==> src/rtl/pulse_peak_detector_if.sv <==
// Event output channel of the pulse peak detector: one valid/ready register
// carrying the extracted pulse fields.
interface pulse_peak_detector_if #(
  parameter int DATA_WIDTH = 16,
  parameter int TS_WIDTH   = 32,
  parameter int WIDTH_BITS = 8
);
  logic                         peak_valid;
  logic                         peak_ready;
  logic signed [DATA_WIDTH-1:0] peak_amplitude;
  logic [TS_WIDTH-1:0]          peak_time;
  logic [WIDTH_BITS-1:0]        peak_width;
  logic                         peak_truncated;
  logic                         peak_pileup;

  modport master (
    output peak_valid, peak_amplitude, peak_time, peak_width,
           peak_truncated, peak_pileup,
    input  peak_ready
  );

  modport slave (
    input  peak_valid, peak_amplitude, peak_time, peak_width,
           peak_truncated, peak_pileup,
    output peak_ready
  );
endinterface

==> src/rtl/pulse_peak_detector.sv <==
// Threshold-crossing pulse detector on the trapezoidal filter stream; emits one
// event (peak, peak time, width, flags) per pulse through a single-entry register.
module pulse_peak_detector #(
  parameter int DATA_WIDTH     = 16,
  parameter int TS_WIDTH       = 32,
  parameter int WIDTH_BITS     = 8,
  parameter int MAX_WIDTH      = 255,
  parameter int HYST           = 10,
  parameter int HOLDOFF_CYCLES = 4,
  parameter int DROP_BITS      = 16
) (
  input  logic                         clk,
  input  logic                         reset,
  input  logic signed [DATA_WIDTH-1:0] filter_data,
  input  logic signed [DATA_WIDTH-1:0] threshold,
  pulse_peak_detector_if.master        peak,
  output logic [DROP_BITS-1:0]         drop_count
);

  typedef enum logic [1:0] {IDLE, ACTIVE, HOLDOFF, REARM} state_t;

  localparam int HC_W = (HOLDOFF_CYCLES > 1) ? $clog2(HOLDOFF_CYCLES) : 1;
  localparam logic signed [DATA_WIDTH:0] HYST_EXT  = (DATA_WIDTH+1)'(HYST);
  localparam logic [WIDTH_BITS-1:0]      MAX_W     = WIDTH_BITS'(MAX_WIDTH);
  localparam logic [HC_W-1:0]            HOLD_LOAD = HC_W'(HOLDOFF_CYCLES - 1);

  state_t                       state;
  logic [TS_WIDTH-1:0]          ts;
  logic signed [DATA_WIDTH-1:0] max_q;
  logic [TS_WIDTH-1:0]          tmax_q;
  logic [WIDTH_BITS-1:0]        width_q;
  logic [HC_W-1:0]              hold_cnt;
  logic                         pileup_pending;

  logic                         out_valid;
  logic signed [DATA_WIDTH-1:0] out_amplitude;
  logic [TS_WIDTH-1:0]          out_time;
  logic [WIDTH_BITS-1:0]        out_width;
  logic                         out_truncated;
  logic                         out_pileup;

  // One extra bit keeps threshold - HYST from wrapping near the negative limit.
  logic signed [DATA_WIDTH:0] thr_ext;
  logic signed [DATA_WIDTH:0] sample_ext;
  logic signed [DATA_WIDTH:0] end_level;
  logic                       start_hit;
  logic                       end_hit;
  logic                       above_end;

  assign thr_ext    = {threshold[DATA_WIDTH-1], threshold};
  assign sample_ext = {filter_data[DATA_WIDTH-1], filter_data};
  assign end_level  = thr_ext - HYST_EXT;
  assign start_hit  = filter_data > threshold;
  assign end_hit    = sample_ext < end_level;
  assign above_end  = sample_ext > end_level;

  logic                         close;
  logic                         close_trunc;
  logic signed [DATA_WIDTH-1:0] upd_max;
  logic [TS_WIDTH-1:0]          upd_tmax;
  logic [WIDTH_BITS-1:0]        upd_width;

  always_comb begin
    // NOTE: every output gets a default first so no path can infer a latch.
    close       = 1'b0;
    close_trunc = 1'b0;
    upd_max     = max_q;
    upd_tmax    = tmax_q;
    upd_width   = width_q;
    if (state == ACTIVE) begin
      if (end_hit) begin
        close = 1'b1;
      end else begin
        upd_width = width_q + 1'b1;
        if (filter_data > max_q) begin
          upd_max  = filter_data;
          upd_tmax = ts;
        end
        if (upd_width == MAX_W) begin
          close       = 1'b1;
          close_trunc = 1'b1;
        end
      end
    end
  end

  // NOTE: all state here is updated with <= so every read sees pre-edge values.
  always_ff @(posedge clk) begin
    if (!reset) begin
      state          <= IDLE;
      ts             <= '0;
      max_q          <= '0;
      tmax_q         <= '0;
      width_q        <= '0;
      hold_cnt       <= '0;
      pileup_pending <= 1'b0;
      out_valid      <= 1'b0;
      out_amplitude  <= '0;
      out_time       <= '0;
      out_width      <= '0;
      out_truncated  <= 1'b0;
      out_pileup     <= 1'b0;
      drop_count     <= '0;
    end else begin
      ts <= ts + 1'b1;

      case (state)
        IDLE: begin
          if (start_hit) begin
            state   <= ACTIVE;
            max_q   <= filter_data;
            tmax_q  <= ts;
            width_q <= WIDTH_BITS'(1);
          end
        end
        ACTIVE: begin
          max_q   <= upd_max;
          tmax_q  <= upd_tmax;
          width_q <= upd_width;
          if (close) begin
            state    <= (HOLDOFF_CYCLES == 0) ? REARM : HOLDOFF;
            hold_cnt <= HOLD_LOAD;
          end
        end
        HOLDOFF: begin
          if (start_hit) pileup_pending <= 1'b1;
          if (hold_cnt == '0) state <= REARM;
          else                hold_cnt <= hold_cnt - 1'b1;
        end
        REARM: begin
          if (!above_end) state <= IDLE;
        end
        default: state <= IDLE;
      endcase

      // A close consumes the pending pileup flag whether the event lands or drops.
      if (close) begin
        pileup_pending <= 1'b0;
        if (!out_valid || peak.peak_ready) begin
          out_valid     <= 1'b1;
          out_amplitude <= upd_max;
          out_time      <= upd_tmax;
          out_width     <= upd_width;
          out_truncated <= close_trunc;
          out_pileup    <= pileup_pending;
        end else if (drop_count != '1) begin
          drop_count <= drop_count + 1'b1;
        end
      end else if (out_valid && peak.peak_ready) begin
        out_valid <= 1'b0;
      end
    end
  end

  assign peak.peak_valid     = out_valid;
  assign peak.peak_amplitude = out_amplitude;
  assign peak.peak_time      = out_time;
  assign peak.peak_width     = out_width;
  assign peak.peak_truncated = out_truncated;
  assign peak.peak_pileup    = out_pileup;

endmodule
==> src/flat_wrapper.sv <==
// flat-port wrapper written by rule: the top's interface ports become plain ports
module pulse_peak_detector_flat 
#(
  parameter int DATA_WIDTH     = 16,
  parameter int TS_WIDTH       = 32,
  parameter int WIDTH_BITS     = 8,
  parameter int MAX_WIDTH      = 255,
  parameter int HYST           = 10,
  parameter int HOLDOFF_CYCLES = 4,
  parameter int DROP_BITS      = 16
)
  (clk, reset, filter_data, threshold, drop_count, peak_peak_valid, peak_peak_amplitude, peak_peak_time, peak_peak_width, peak_peak_truncated, peak_peak_pileup, peak_peak_ready);
  pulse_peak_detector_if #(.DATA_WIDTH(DATA_WIDTH), .TS_WIDTH(TS_WIDTH), .WIDTH_BITS(WIDTH_BITS)) peak_i ();
  input  logic clk;
  input  logic reset;
  input  logic signed [DATA_WIDTH-1:0] filter_data;
  input  logic signed [DATA_WIDTH-1:0] threshold;
  output logic [DROP_BITS-1:0] drop_count;
  output wire logic [$bits(peak_i.peak_valid)-1:0] peak_peak_valid;
  output wire logic [$bits(peak_i.peak_amplitude)-1:0] peak_peak_amplitude;
  output wire logic [$bits(peak_i.peak_time)-1:0] peak_peak_time;
  output wire logic [$bits(peak_i.peak_width)-1:0] peak_peak_width;
  output wire logic [$bits(peak_i.peak_truncated)-1:0] peak_peak_truncated;
  output wire logic [$bits(peak_i.peak_pileup)-1:0] peak_peak_pileup;
  input wire logic [$bits(peak_i.peak_ready)-1:0] peak_peak_ready;
  assign peak_peak_valid = peak_i.peak_valid;
  assign peak_peak_amplitude = peak_i.peak_amplitude;
  assign peak_peak_time = peak_i.peak_time;
  assign peak_peak_width = peak_i.peak_width;
  assign peak_peak_truncated = peak_i.peak_truncated;
  assign peak_peak_pileup = peak_i.peak_pileup;
  assign peak_i.peak_ready = peak_peak_ready;
  pulse_peak_detector #(.DATA_WIDTH(DATA_WIDTH), .TS_WIDTH(TS_WIDTH), .WIDTH_BITS(WIDTH_BITS), .MAX_WIDTH(MAX_WIDTH), .HYST(HYST), .HOLDOFF_CYCLES(HOLDOFF_CYCLES), .DROP_BITS(DROP_BITS)) u_core (.clk(clk), .reset(reset), .filter_data(filter_data), .threshold(threshold), .peak(peak_i), .drop_count(drop_count));
endmodule
==> config.mk <==
export PLATFORM = sky130hd
export DESIGN_NAME = pulse_peak_detector_flat
export DESIGN_NICKNAME = d
export VERILOG_FILES = /design/src/rtl/pulse_peak_detector_if.sv /design/src/rtl/pulse_peak_detector.sv /design/src/flat_wrapper.sv
export SDC_FILE = /design/constraint.sdc
export NUM_CORES = 1
export LEC_CHECK = 0
export ABC_AREA = 1
export CAP_MARGIN = 10
export CORE_MARGIN = 5
export CORE_UTILIZATION = 45
export CTS_CLUSTER_SIZE = 24
export DETAILED_ROUTE_END_ITERATION = 10
export PLACE_DENSITY = 0.71
export SETUP_SLACK_MARGIN = 0.3
export SLEW_MARGIN = 20
export SYNTH_ARGS = -nofsm -noshare
export SYNTH_HDL_FRONTEND = slang
export SYNTH_SLANG_ARGS = --single-unit
==> constraint.sdc <==
create_clock -name clk -period 9.56 [get_ports clk]
set_input_delay 1.912 -clock clk [delete_from_list [all_inputs] [get_ports clk]]
set_output_delay 1.912 -clock clk [all_outputs]
set_load 0.005 [all_outputs]
# == Word-level counts from Yosys, hierarchy flattened ==
# Cells that the tools add are included.
# classes
addsub,5
n_lt_le_gt_ge,4
n_eq_ne,11
n_mux,30
bitwise,2
n_reduce_logical,16
# ops
cell,count
$mux 32,4
$mux 16,4
$pmux 32 s2,1
$add 32x1->32 const B,1
$gt 16x16->1,2
$pmux 16 s2,1
$mux 8,3
$gt 16x17->1,1
$lt 16x17->1,1
$sub 16x5->17 const B,1
$add 16x1->16 const B,1
$ne 16x16->1 const B,1
$pmux 8 s2,1
$mux 2,6
$add 8x1->8 const B,1
$eq 8x8->1 const B,1
$mux 1,8
$pmux 2 s4,1
$reduce_and 2->1,4
$ne 2x1->1 const B,3
$ne 2x2->1 const B,3
$reduce_and 3->1,2
$reduce_bool 2->1,3
$eq 2x2->1 const B,2
other kinds (10),12
# totals
regBits,168
input_bits,35
wordCells,82

# == Longest topological paths before layout ==
# logic_depth
word_depth,7
mapped_depth,29
ltp_nobuf,28

# == Worst setup path after synthesis ==
# No wires, ideal clock.
# synth_timing
path_kind,in2reg
startpoint,input port threshold[1]
endpoint,register u_core.drop_count[5]
setup_ns,0.132
t_arrival_ns,4.849
t_required_ns,9.428
slack_ns,4.579
stages,23
path_buffers,1
cell_sequence,o21ai_0 > nand3_1 > nor3_1 > nand3_1 > nor2_1 > nand2_1 > nor3_1 > a21oi_1 > ha_1 > a21o_1 > nor2_1 > nand2_1 > nor2_1 > nand3_1 > nand2_1 > inv_1 > nand2_2 > nand2_1 > inv_2 > nand2_2 > buf_4 > nand2_1 > a21oi_1
# synth_via
elab_chain_len,5
# synth_lines
item,line,source
from (decl),flat_wrapper.sv:17,input logic signed [DATA_WIDTH-1:0] threshold;
$sub 16x5->17,pulse_peak_detector.sv:52,assign end_level = thr_ext - HYST_EXT;
$lt 16x17->1,pulse_peak_detector.sv:54,assign end_hit = sample_ext < end_level;
$mux 1,pulse_peak_detector.sv:71,if (end_hit) begin
$mux 1,pulse_peak_detector.sv:70,if (state == ACTIVE) begin
$reduce_and 3->1 (no source line),n/a,
to (signal assigned),pulse_peak_detector.sv:147,drop_count <= drop_count + 1'b1;
to (decl),pulse_peak_detector.sv:17,output logic [DROP_BITS-1:0] drop_count
# Every way passes these cells.
# A chain may end at the register's enable or synchronous reset.

# == Worst setup path after layout ==
# layout_timing
startpoint,input port threshold[1]
endpoint,register u_core.hold_cnt[0]
# layout_via
elab_chain_len,6
# layout_lines
item,line,source
$sub 16x5->17,pulse_peak_detector.sv:52,
$lt 16x17->1,pulse_peak_detector.sv:54,
$mux 1,pulse_peak_detector.sv:71,
$mux 1,pulse_peak_detector.sv:70,
$ne 2x1->1 (no source line),n/a,
$reduce_and 3->1 (no source line),n/a,
to (signal assigned),pulse_peak_detector.sv:128,else hold_cnt <= hold_cnt - 1'b1;
to (decl),pulse_peak_detector.sv:32,logic [HC_W-1:0] hold_cnt;
# Every way passes these cells.

==> results.json <==
{
  "status": "finished, final reports clean",
  "synth-async-reset-ratio_pct": 0,
  "clock_skew_ps": 11.21,
  "slew_violations": 0,
  "syn_inst": 1604,
  "worstHoldStart": "u_core.hold_cnt[1]$_SDFFE_PN0P_",
  "required_ps": 9920,
  "vdd_drop_max_uv": 192.8,
  "critPathMaxFanout": 35,
  "ctsLongestPathBuffers": 2,
  "placeableCoreArea_sq_um": 22640,
  "grt_usage_pct": 20.93,
  "fp.dieW_um": 161.7,
  "dp_cells": 1929,
  "grt_overflow": 0,
  "synthesis.area_sq_um": 10350,
  "synthSimpleGateAreaFrac_pct": 29.71,
  "antenna_found_initial": 0,
  "cp-end-kind": "register",
  "clk_pin_slew_ps": 60,
  "layout.nets": 1757,
  "grt_pass1_wl_mm": 45.97,
  "p_per_area_nw_per_um2": 238.8,
  "port_buffers": 109,
  "yosysUniqueCellTypes": 36,
  "synth_nets": 1697,
  "timing.fmax_mhz": 163.3,
  "clk_latency_ps": 430,
  "start_kind": "input port",
  "synth_top_family_by_area": "simple AND/OR/NAND/NOR gates",
  "drive_above_1_share_pct": 3.995,
  "cts.sinks": 168,
  "synthFlopType": "dfxtp_1",
  "synthMuxAreaShare_pct": 0,
  "grt_max_degree": 107,
  "dieArea_sq_um": 26130,
  "hold_buffers": 0,
  "initial_core_util_pct": 45.71,
  "leakage_nw": 5.524,
  "hold_violations": 0,
  "synth_seq_cells": 168,
  "synth_compound_area_share_pct": 15.10,
  "post_cts_buffers": 0,
  "final_common_cell": "nand2_1",
  "criticalPathCategory": "input port to register",
  "final-instance-count-excl-fill": 1962,
  "worst_slew_pin_slew_ps": 1053,
  "drcViolationCount": 0,
  "rsz0062_at_grt": "false",
  "areaGrowthSynthToFinish_pct": 17.83,
  "fin_crit_ps": 6125,
  "drt-total-wl_mm": 27.48,
  "setup_viol": 0,
  "hp-class": "register to register",
  "post_dp_cell_area_sq_um": 11540,
  "gp_congestion": 0.9040,
  "hpwl_mm": 18.03,
  "viasPerCell": 5.251,
  "seqCellArea_sq_um": 3363,
  "grt_pass1_vias": 9624,
  "drt-initial-drc-count": 823,
  "timing.hold.ws_ps": 462.8,
  "dr.pass1.iters": 8,
  "cts_resized": 0,
  "antenna_left": 0,
  "reg2reg_from": "u_core.max_q[15]$_SDFFE_PN0P_",
  "post-route-period-util_pct": 64.07,
  "design_area_sq_um": 12200,
  "antenna_cells": 0,
  "slew_headroom_pct": 29.66,
  "cts_tree": "yes",
  "reg2reg_slack_ps": 6280,
  "synthXorXnorAreaFrac_pct": 2.877,
  "row_count": 55,
  "finalPower_mw": 2.913,
  "io_pins": 110,
  "drv_cap": 0,
  "critPathLaunch": "threshold[1]",
  "die_y_um": 161.7,
  "ys_seq_area_share_pct": 32.50,
  "fillers": 2232,
  "htree_levels": 4,
  "synth_fa_ha_area_share_pct": 7.012,
  "numCtsBuffers": 17,
  "layout_common_cells": "nand2_1 (395), inv_1 (246), a21oi_1 (168), dfxtp_1 (168), nand3_1 (155)",
  "ys.warnings.count": 0,
  "cp.arrival_ps": 6480,
  "routedWlPerCell_um": 14.01,
  "final.setup.tns_ps": 0,
  "syn_area_per_cell_sq_um": 6.453,
  "root_buffer": "clkbuf_16",
  "vias": 10302,
  "synth-edff-count": 0,
  "multiInputGateArea_sq_um": 5698
}
==> worst max-delay path, cell delays in order <==
cell	delay, ps
clkdlybuf4s50_1	440
o21ai_0	290
nand3_1	180
nor3_1	290
nand3_1	170
nor2_1	120
nand2_1	80
nor3_1	250
a21oi_1	140
ha_1	340
a21o_1	190
nor2_1	90
nand2_1	60
nor2_1	140
nand2_1	60
nand2_1	90
nand2_1	150
nor2_4	430
buf_4	480
nand2_1	190
nand2_1	160
o21ai_0	90
a21oi_1	140
==> report_power, final <==
part / internal [mW] / leakage, nW / switching (mW)
combinational: 0.415 / 3.85 / 0.828
sequential: 0.843 / 1.37 / 0.0714
clock: 0.444 / 0.309 / 0.311
total: 1.70 / 5.52 / 1.21
==> routing by layer <==
layer	share of wire, %	routed length, um	global-route usage (%)	up-vias
li1	-	-	-	5317
met1	47	12900	28.31	4653
met2	46	12530	34.60	297
met3	6.1	1667	3.248	35
met4	1.4	379	6.498	0
met5	0	0	0	-
==> kinds of logic after synthesis <==
family | after synthesis
DFF | 168
and+or+nand+nor | 707
xor gates and xnor gates | 34
AOI/OAI and AO/OA | 306
adders and majority gates | 58
buffers and inverters | 331
==> state kept, by name (all words and copies together), names as in the netlist, 2 cells and up <==
name and flops:
u_core.peak.peak_time 32, u_core.tmax_q 32, u_core.ts 32, u_core.drop_count 16, u_core.max_q 16, u_core.peak.peak_amplitude 16, u_core.peak.peak_width 8, u_core.width_q 8
u_core.hold_cnt 2, u_core.state 2
==> path summary, 6_finish.rpt <==
check | endpoint | depth (start not counted)
worst max-delay path | u_core.hold_cnt[0]$_SDFFE_PN0P_ | 23
worst min-delay path | u_core.hold_cnt[1]$_SDFFE_PN0P_ | 2
worst max register to register | u_core.peak.peak_amplitude[15]$_SDFFE_PN0P_ | 15
worst min register to register | u_core.hold_cnt[1]$_SDFFE_PN0P_ | 2
==> layout make-up <==
class,count,share of cell area (%)
Multi-Input combinational cell,1105,46.72
Sequential cell,168,27.58
Timing Repair Buffer,122,9.849
Inverter,250,7.705
Clock buffer,17,3.488
Tap cell,285,2.924
Clock inverter,15,1.734
==> stage by stage <==
| step | setup WS (ps) | utilization, % |
|---|---|---|
| 3_5_place_dp | 2839 | 50.96 |
| 4_1_cts | 3217 | 53.78 |
| 3_3_place_gp | 3079 | 50.95 |
| 5_1_grt | 2896 | 53.87 |
| 2_1_floorplan | 4579 | - |
| 6_report | 3435 | 53.87 |
==> synthesized netlist by cell type (20+ instances only) <==
library cell | number | area (sq um)
nand2_1 | 397 | 1490
inv_1 | 247 | 927.1
a21oi_1 | 169 | 845.8
dfxtp_1 | 168 | 3363
nand3_1 | 156 | 780.8
o21ai_0 | 81 | 405.4
nor2_1 | 66 | 247.7
ha_1 | 58 | 725.7
o21ai_1 | 44 | 220.2
clkbuf_1 | 43 | 161.4
nand4_1 | 41 | 256.5
xor2_1 | 31 | 271.5
nor3_1 | 20 | 100.1
Power figures use the tool's default switching activity.
